<file path="src/rtl/audio_sample_pacer.sv">
// audio_sample_pacer
//
// Paces samples from the synth/mixer out to the DAC driver at a fixed rate.
// A small FIFO absorbs bursty input. A free-running tick counter pops one
// sample every SAMPLE_TICKS clocks. On an empty tick the pacer raises a sticky
// underrun flag, and either holds the last sample or outputs zero.
//
// Parameter defaults come from the system audio configuration:
// 16-bit samples and 16.9344 MHz / 44.1 kHz = 384 clocks per sample.
//
// Optional build macro: AUDIO_PACER_STATS_EN
//   When defined, underrun_count is a saturating 16-bit count of empty ticks.
//   When undefined, underrun_count is tied to zero and no counter is built.

module audio_sample_pacer #(
    parameter int AUDIO_BIT_WIDTH = 16,
    parameter int SAMPLE_TICKS    = 16_934_400 / 44_100,
    parameter int FIFO_DEPTH      = 8,
    parameter int UNDERRUN_ZERO   = 0
) (
    input  logic                               clock_16_934_400,
    input  logic                               reset_l,
    input  logic [AUDIO_BIT_WIDTH-1:0]         in_sample,
    input  logic                               in_valid,
    output logic                               in_ready,
    output logic [AUDIO_BIT_WIDTH-1:0]         audio_out,
    output logic                               sample_strobe,
    output logic [$clog2(FIFO_DEPTH):0]        fill_level,
    output logic                               underrun,
    input  logic                               underrun_clear,
    output logic [15:0]                        underrun_count
);

    localparam int PW = $clog2(FIFO_DEPTH);
    localparam int FW = PW + 1;
    localparam int CW = (SAMPLE_TICKS > 1) ? $clog2(SAMPLE_TICKS) : 1;
    localparam logic [CW-1:0] TICK_LAST = CW'(SAMPLE_TICKS - 1);
    localparam logic [FW-1:0] FILL_FULL = FW'(FIFO_DEPTH);

    logic [CW-1:0]              tick_cnt_q, tick_cnt_d;
    logic [PW-1:0]              wr_ptr_q, wr_ptr_d;
    logic [PW-1:0]              rd_ptr_q, rd_ptr_d;
    logic [FW-1:0]              fill_q, fill_d;
    logic [AUDIO_BIT_WIDTH-1:0] audio_q, audio_d;
    logic                       tick_dly_q, tick_dly_d;
    logic                       strobe_q, strobe_d;
    logic                       underrun_q, underrun_d;
    logic [AUDIO_BIT_WIDTH-1:0] mem_q [FIFO_DEPTH];

    logic tick;
    logic push;
    logic pop;
    logic empty_tick;
    logic ready;

    // The sample tick, the FIFO handshake and the next-state values for all
    // pacer registers.
    always_comb begin
        tick       = (tick_cnt_q == TICK_LAST);
        ready      = (fill_q < FILL_FULL);
        push       = in_valid & ready;
        pop        = tick & (fill_q != '0);
        empty_tick = tick & (fill_q == '0);

        tick_cnt_d = tick ? '0 : tick_cnt_q + CW'(1);
        wr_ptr_d   = push ? wr_ptr_q + PW'(1) : wr_ptr_q;
        rd_ptr_d   = pop  ? rd_ptr_q + PW'(1) : rd_ptr_q;

        case ({push, pop})
            2'b10:   fill_d = fill_q + FW'(1);
            2'b01:   fill_d = fill_q - FW'(1);
            default: fill_d = fill_q;
        endcase

        // The head is read from registered storage only. A sample pushed on
        // an empty tick lands in the FIFO and is played at the following tick.
        audio_d = audio_q;
        if (pop) begin
            audio_d = mem_q[rd_ptr_q];
        end else if (empty_tick && (UNDERRUN_ZERO != 0)) begin
            audio_d = '0;
        end

        // The strobe trails the audio_out update by one cycle, so the sample
        // is already stable when the downstream logic sees the strobe.
        tick_dly_d = tick;
        strobe_d   = tick_dly_q;

        // A clear wins over a set that arrives in the same cycle.
        underrun_d = underrun_q;
        if (underrun_clear) begin
            underrun_d = 1'b0;
        end else if (empty_tick) begin
            underrun_d = 1'b1;
        end
    end

    // Pacer state registers, cleared asynchronously by reset.
    always_ff @(posedge clock_16_934_400 or negedge reset_l) begin
        if (!reset_l) begin
            tick_cnt_q <= '0;
            wr_ptr_q   <= '0;
            rd_ptr_q   <= '0;
            fill_q     <= '0;
            audio_q    <= '0;
            tick_dly_q <= 1'b0;
            strobe_q   <= 1'b0;
            underrun_q <= 1'b0;
        end else begin
            tick_cnt_q <= tick_cnt_d;
            wr_ptr_q   <= wr_ptr_d;
            rd_ptr_q   <= rd_ptr_d;
            fill_q     <= fill_d;
            audio_q    <= audio_d;
            tick_dly_q <= tick_dly_d;
            strobe_q   <= strobe_d;
            underrun_q <= underrun_d;
        end
    end

    // FIFO storage. It has no reset because the pointers and the fill level
    // fully define which entries are valid.
    always_ff @(posedge clock_16_934_400) begin
        if (push) begin
            mem_q[wr_ptr_q] <= in_sample;
        end
    end

`ifdef AUDIO_PACER_STATS_EN
    logic [15:0] ucnt_q, ucnt_d;

    // Saturating count of empty ticks. It shares the clear with the sticky flag.
    always_comb begin
        ucnt_d = ucnt_q;
        if (underrun_clear) begin
            ucnt_d = '0;
        end else if (empty_tick && (ucnt_q != 16'hFFFF)) begin
            ucnt_d = ucnt_q + 16'd1;
        end
    end

    // Underrun statistic register.
    always_ff @(posedge clock_16_934_400 or negedge reset_l) begin
        if (!reset_l) begin
            ucnt_q <= '0;
        end else begin
            ucnt_q <= ucnt_d;
        end
    end

    assign underrun_count = ucnt_q;
`else
    assign underrun_count = 16'h0000;
`endif

    assign in_ready      = ready;
    assign audio_out     = audio_q;
    assign sample_strobe = strobe_q;
    assign fill_level    = fill_q;
    assign underrun      = underrun_q;

endmodule
</file>
<file path="config.mk">
export PLATFORM = sky130hd
export DESIGN_NAME = audio_sample_pacer
export DESIGN_NICKNAME = d
export VERILOG_FILES = /design/src/rtl/audio_sample_pacer.sv
export SDC_FILE = /design/constraint.sdc
export NUM_CORES = 1
export LEC_CHECK = 0
export CORE_ASPECT_RATIO = 1.2
export CORE_MARGIN = 2
export CORE_UTILIZATION = 40
export CTS_CLUSTER_DIAMETER = 60
export DETAILED_ROUTE_END_ITERATION = 7
export SYNTH_ARGS = -nofsm -noshare
export SYNTH_HDL_FRONTEND = slang
export SYNTH_SLANG_ARGS = --single-unit
export TNS_END_PERCENT = 20
</file>
<file path="constraint.sdc">
create_clock -name clock_16_934_400 -period 3.8 [get_ports clock_16_934_400]
set_input_delay 0.76 -clock clock_16_934_400 [delete_from_list [all_inputs] [get_ports clock_16_934_400]]
set_output_delay 0.76 -clock clock_16_934_400 [all_outputs]
set_load 0.05 [all_outputs]
</file>
==> run summary <==
Worst clock skew -> 0.00833 ns
Gp weighted congestion -> 0.717
Unrepaired setup endpoints after global routing -> no
Worst-path cell with the longest stage delay -> sky130_fd_sc_hd__nor2_1
Element type at the critical path start -> input port
Most frequent cells in the layout -> 128 x sky130_fd_sc_hd__edfxtp_1, 41 x sky130_fd_sc_hd__clkdlybuf4s50_1, 36 x sky130_fd_sc_hd__dfrtp_1, 32 x sky130_fd_sc_hd__mux4_2, 26 x sky130_fd_sc_hd__nor2_1
Critical Path Fanout Max -> 10
Final net count -> 434
Dominant cells by area after synthesis -> sky130_fd_sc_hd__edfxtp_1 58%, sky130_fd_sc_hd__dfrtp_1 14%, sky130_fd_sc_hd__mux4_2 11%
Largest net degree at the start of global routing -> 39
Sort of element at the end of the critical path -> flip-flop
Largest vdd supply drop -> 0.316 mV
Number of DRC markers after the initial detailed-route iteration -> 216
Setup crit start -> in_valid
Crit path setup slack, layout -> 1.17 ns
Largest stage delay, worst path -> 0.59 ns
Flops & latches, synth -> 166
Async set-reset flop share out of synthesis -> 22.9%
Clock net sink count -> 166
I/O pin count -> 59
Yosys warns -> 0
Number of buffers added by the clock tree synthesis step -> 17
Global-route wire length before repair -> 18600 um
Depth of the CTS H-tree -> 4
Sequential-to-total area share from yosys stat -> 72.6%
Post-synthesis cell type count -> 35
Depth of the worst register-to-register path -> 9
Chip width -> 121 um
Number of logic stages on the critical path including buffering -> 5
Most frequently used flop master after synthesis -> sky130_fd_sc_hd__edfxtp_1
Via count of the first global-routing pass -> 3292
Instance area at placement -> 0.00725 sq mm
Antenna violations before repair -> 0
Count of maximum capacitance violations -> 0
Worst endpoint required time -> 3.91 ns
Clock-pin slew on the worst setup and hold paths -> 0.06 ns
Worst reg2reg endpoint -> fill_level[3]$_DFFE_PN0P_
Routed vias/inst -> 5.02
Fraction of final layout cells sized beyond drive strength 1 -> 24.0%
Post-CTS setup-driven buffer insertion count -> 0
Final Hold Fails -> 0
Netlist area before placement -> 0.00661 sq mm
Arrival time reported for the critical path endpoint -> 2.74 ns
Overall track demand over capacity in global routing -> 14.7%
Origin of the critical flop-to-flop path -> tick_cnt_q[0]$_DFF_PN0_
Resized cells post-CTS -> 0
Post-synth EDFFs -> 128
Initial cell density of the core -> 40.8%
DR pass1 iterations -> 4
Antenna Violating Nets Remaining -> 0
Quantity of I/O buffers inserted on ports -> 42
DRC violations left -> 0
Worst-case headroom to the max-slew limit -> 24.4%
Finished Cell Area -> 0.00782 sq mm
P_leak -> 2.68 nW
Core utilization of the finished layout -> 48.2%
Maximum clock frequency -> 380 MHz
Final setup violating endpoints -> 0
Run status -> complete, no violations
FILL cells -> 1363
Final WL -> 11800 um
Hold path start -> strobe_d$_DFF_PN0_
Startpoint-to-endpoint class of the critical path -> input port to flip-flop
Leading area contributor after synthesis -> sky130_fd_sc_hd__edfxtp_1
Floorplan row count -> 51
Kind of cell adding the most delay to the critical path -> simple AND/OR/NAND/NOR gates
Worst hold slack -> 0.352 ns
Setup_tns -> 0 ns
Global-route congestion overflow total -> 0
# hold bufs at CTS -> 0
Clock tree from TritonCTS -> done
Number of antenna diodes -> 0
Cells along the critical path -> clkdlybuf4s50_1 -> nor2b_1 -> nand2b_1 -> nor2_1 -> buf_4
Layout overhead on the synthesized area -> 18.3%
Floorplan Core Area -> 0.0162 sq mm
Buffering stage count on the worst path with inverters included -> 2
R2R setup slack -> 1.21 ns
Power per Cell Area -> 473 mW/mm^2
Detailed-route via count -> 3176
Worst skew pair latency -> 0.41 ns
Hpwl dp -> 7310 um
Final Slew Violations -> 0
Cell count of the worst hold path -> 0
Class of the tightest hold or removal check -> flip-flop to flip-flop
Final min period -> 2.63 ns
Die Outline Area -> 0.0176 sq mm
Overall die height -> 145 um
Maximum buffer depth of the clock tree -> 2
Mean instance size in the synthesized netlist -> 18.9 sq um
Commonest non-fill, non-tap cell in the layout -> sky130_fd_sc_hd__edfxtp_1
Wire per inst -> 18.7 um
Cells after synthesis -> 350
Placement Setup Slack -> 0.745 ns
Worst slew pin tran -> 1.13 ns
CTS Root Buffer Type -> sky130_fd_sc_hd__clkbuf_16
Hold Path End -> sample_strobe$_DFF_PN0_
Area share of the largest cell type after synthesis -> 58.2%
Portion of the clock cycle consumed by the worst path in the final layout -> 69.3%
logic make-up after synthesis:
group                      synth area share (%)
xor gates and xnor gates                   1.99
muxes                                      13.9
and+or+nand+nor                            4.51
adders and majority gates                  1.14
other                                    0.0568
buffers and inverters                      3.30
AOI/OAI and AO/OA                          2.54
DFF                                        72.6
power breakdown:
group	internal, W	switching, W
registers	0.00196	0.00000272
logic	0.0000191	0.0000632
clock network	0.00100	0.000651
worst reg2reg max path, delay by kind of cell, from the launching register on:
kind	cells	cell delay, ns
and+or+nand+nor	2	0.47
AOI/OAI and AO/OA	2	0.30
adders and majority gates	2	0.53
DFF	1	0.39
buffers and inverters	1	0.50
xor gates and xnor gates	2	0.33
sequential cells by signal, summed over array words and instances (netlist names):
name and flops:
audio_out 16, rd_ptr_q 3, tick_cnt_q 9, mem_q 128, sample_strobe 1, strobe_d 1, fill_level 4, underrun 1
wr_ptr_q 3
Yosys cell counts, drive strengths merged (2+ instances only):
library cell / count
edfxtp: 128
buf: 26
nand3: 3
nand2b: 4
xnor2: 6
nor2: 29
clkbuf: 5
nand2: 6
nor3: 4
mux4: 32
xor2: 9
dfrtp: 38
mux2: 3
mux2i: 16
ha: 6
nor4: 2
a21oi: 19
inv: 3
o21ai: 2
cell type report:
class | instances | area [sq um] | share of cell area, %
inverter | 3 | 11.3 | 0.144
tap | 212 | 265 | 3.39
timing repair buffer | 55 | 513 | 6.56
clock inverter | 8 | 98.8 | 1.26
clock buffer | 24 | 472 | 6.03
multi-input combinational | 165 | 1660 | 21.2
sequential | 166 | 4800 | 61.4
per-stage QoR:
stage	power, W	std cells
final	0.00370	633
after detailed placement	0.00208	601
after global routing	0.00382	633
after floorplan	0.00205	365
after CTS	0.00373	633
after global placement	0.00208	601
how the worst max path moves through the flow:
stage | to | slack [ns]
floorplan | fill_level[2]$_DFFE_PN0P_ | 0.81
detailed placement | mem_q[1][13]$_DFFE_PP_ | 0.74
CTS | mem_q[1][2]$_DFFE_PP_ | 1.18
global placement | fill_level[2]$_DFFE_PN0P_ | 0.78
global route | mem_q[1][2]$_DFFE_PP_ | 0.97
finish | mem_q[1][2]$_DFFE_PP_ | 1.17
metal layers:
layer  track usage, %  routed length (um)  vias to the layer above
li1                 -                   -                     1431
met1             18.0                5010                     1666
met2             25.2                6230                       65
met3             3.10                 404                       14
met4             6.53                 186                        0
met5                0                   0                        -
Note: power is estimated with default switching activity, not from simulation.
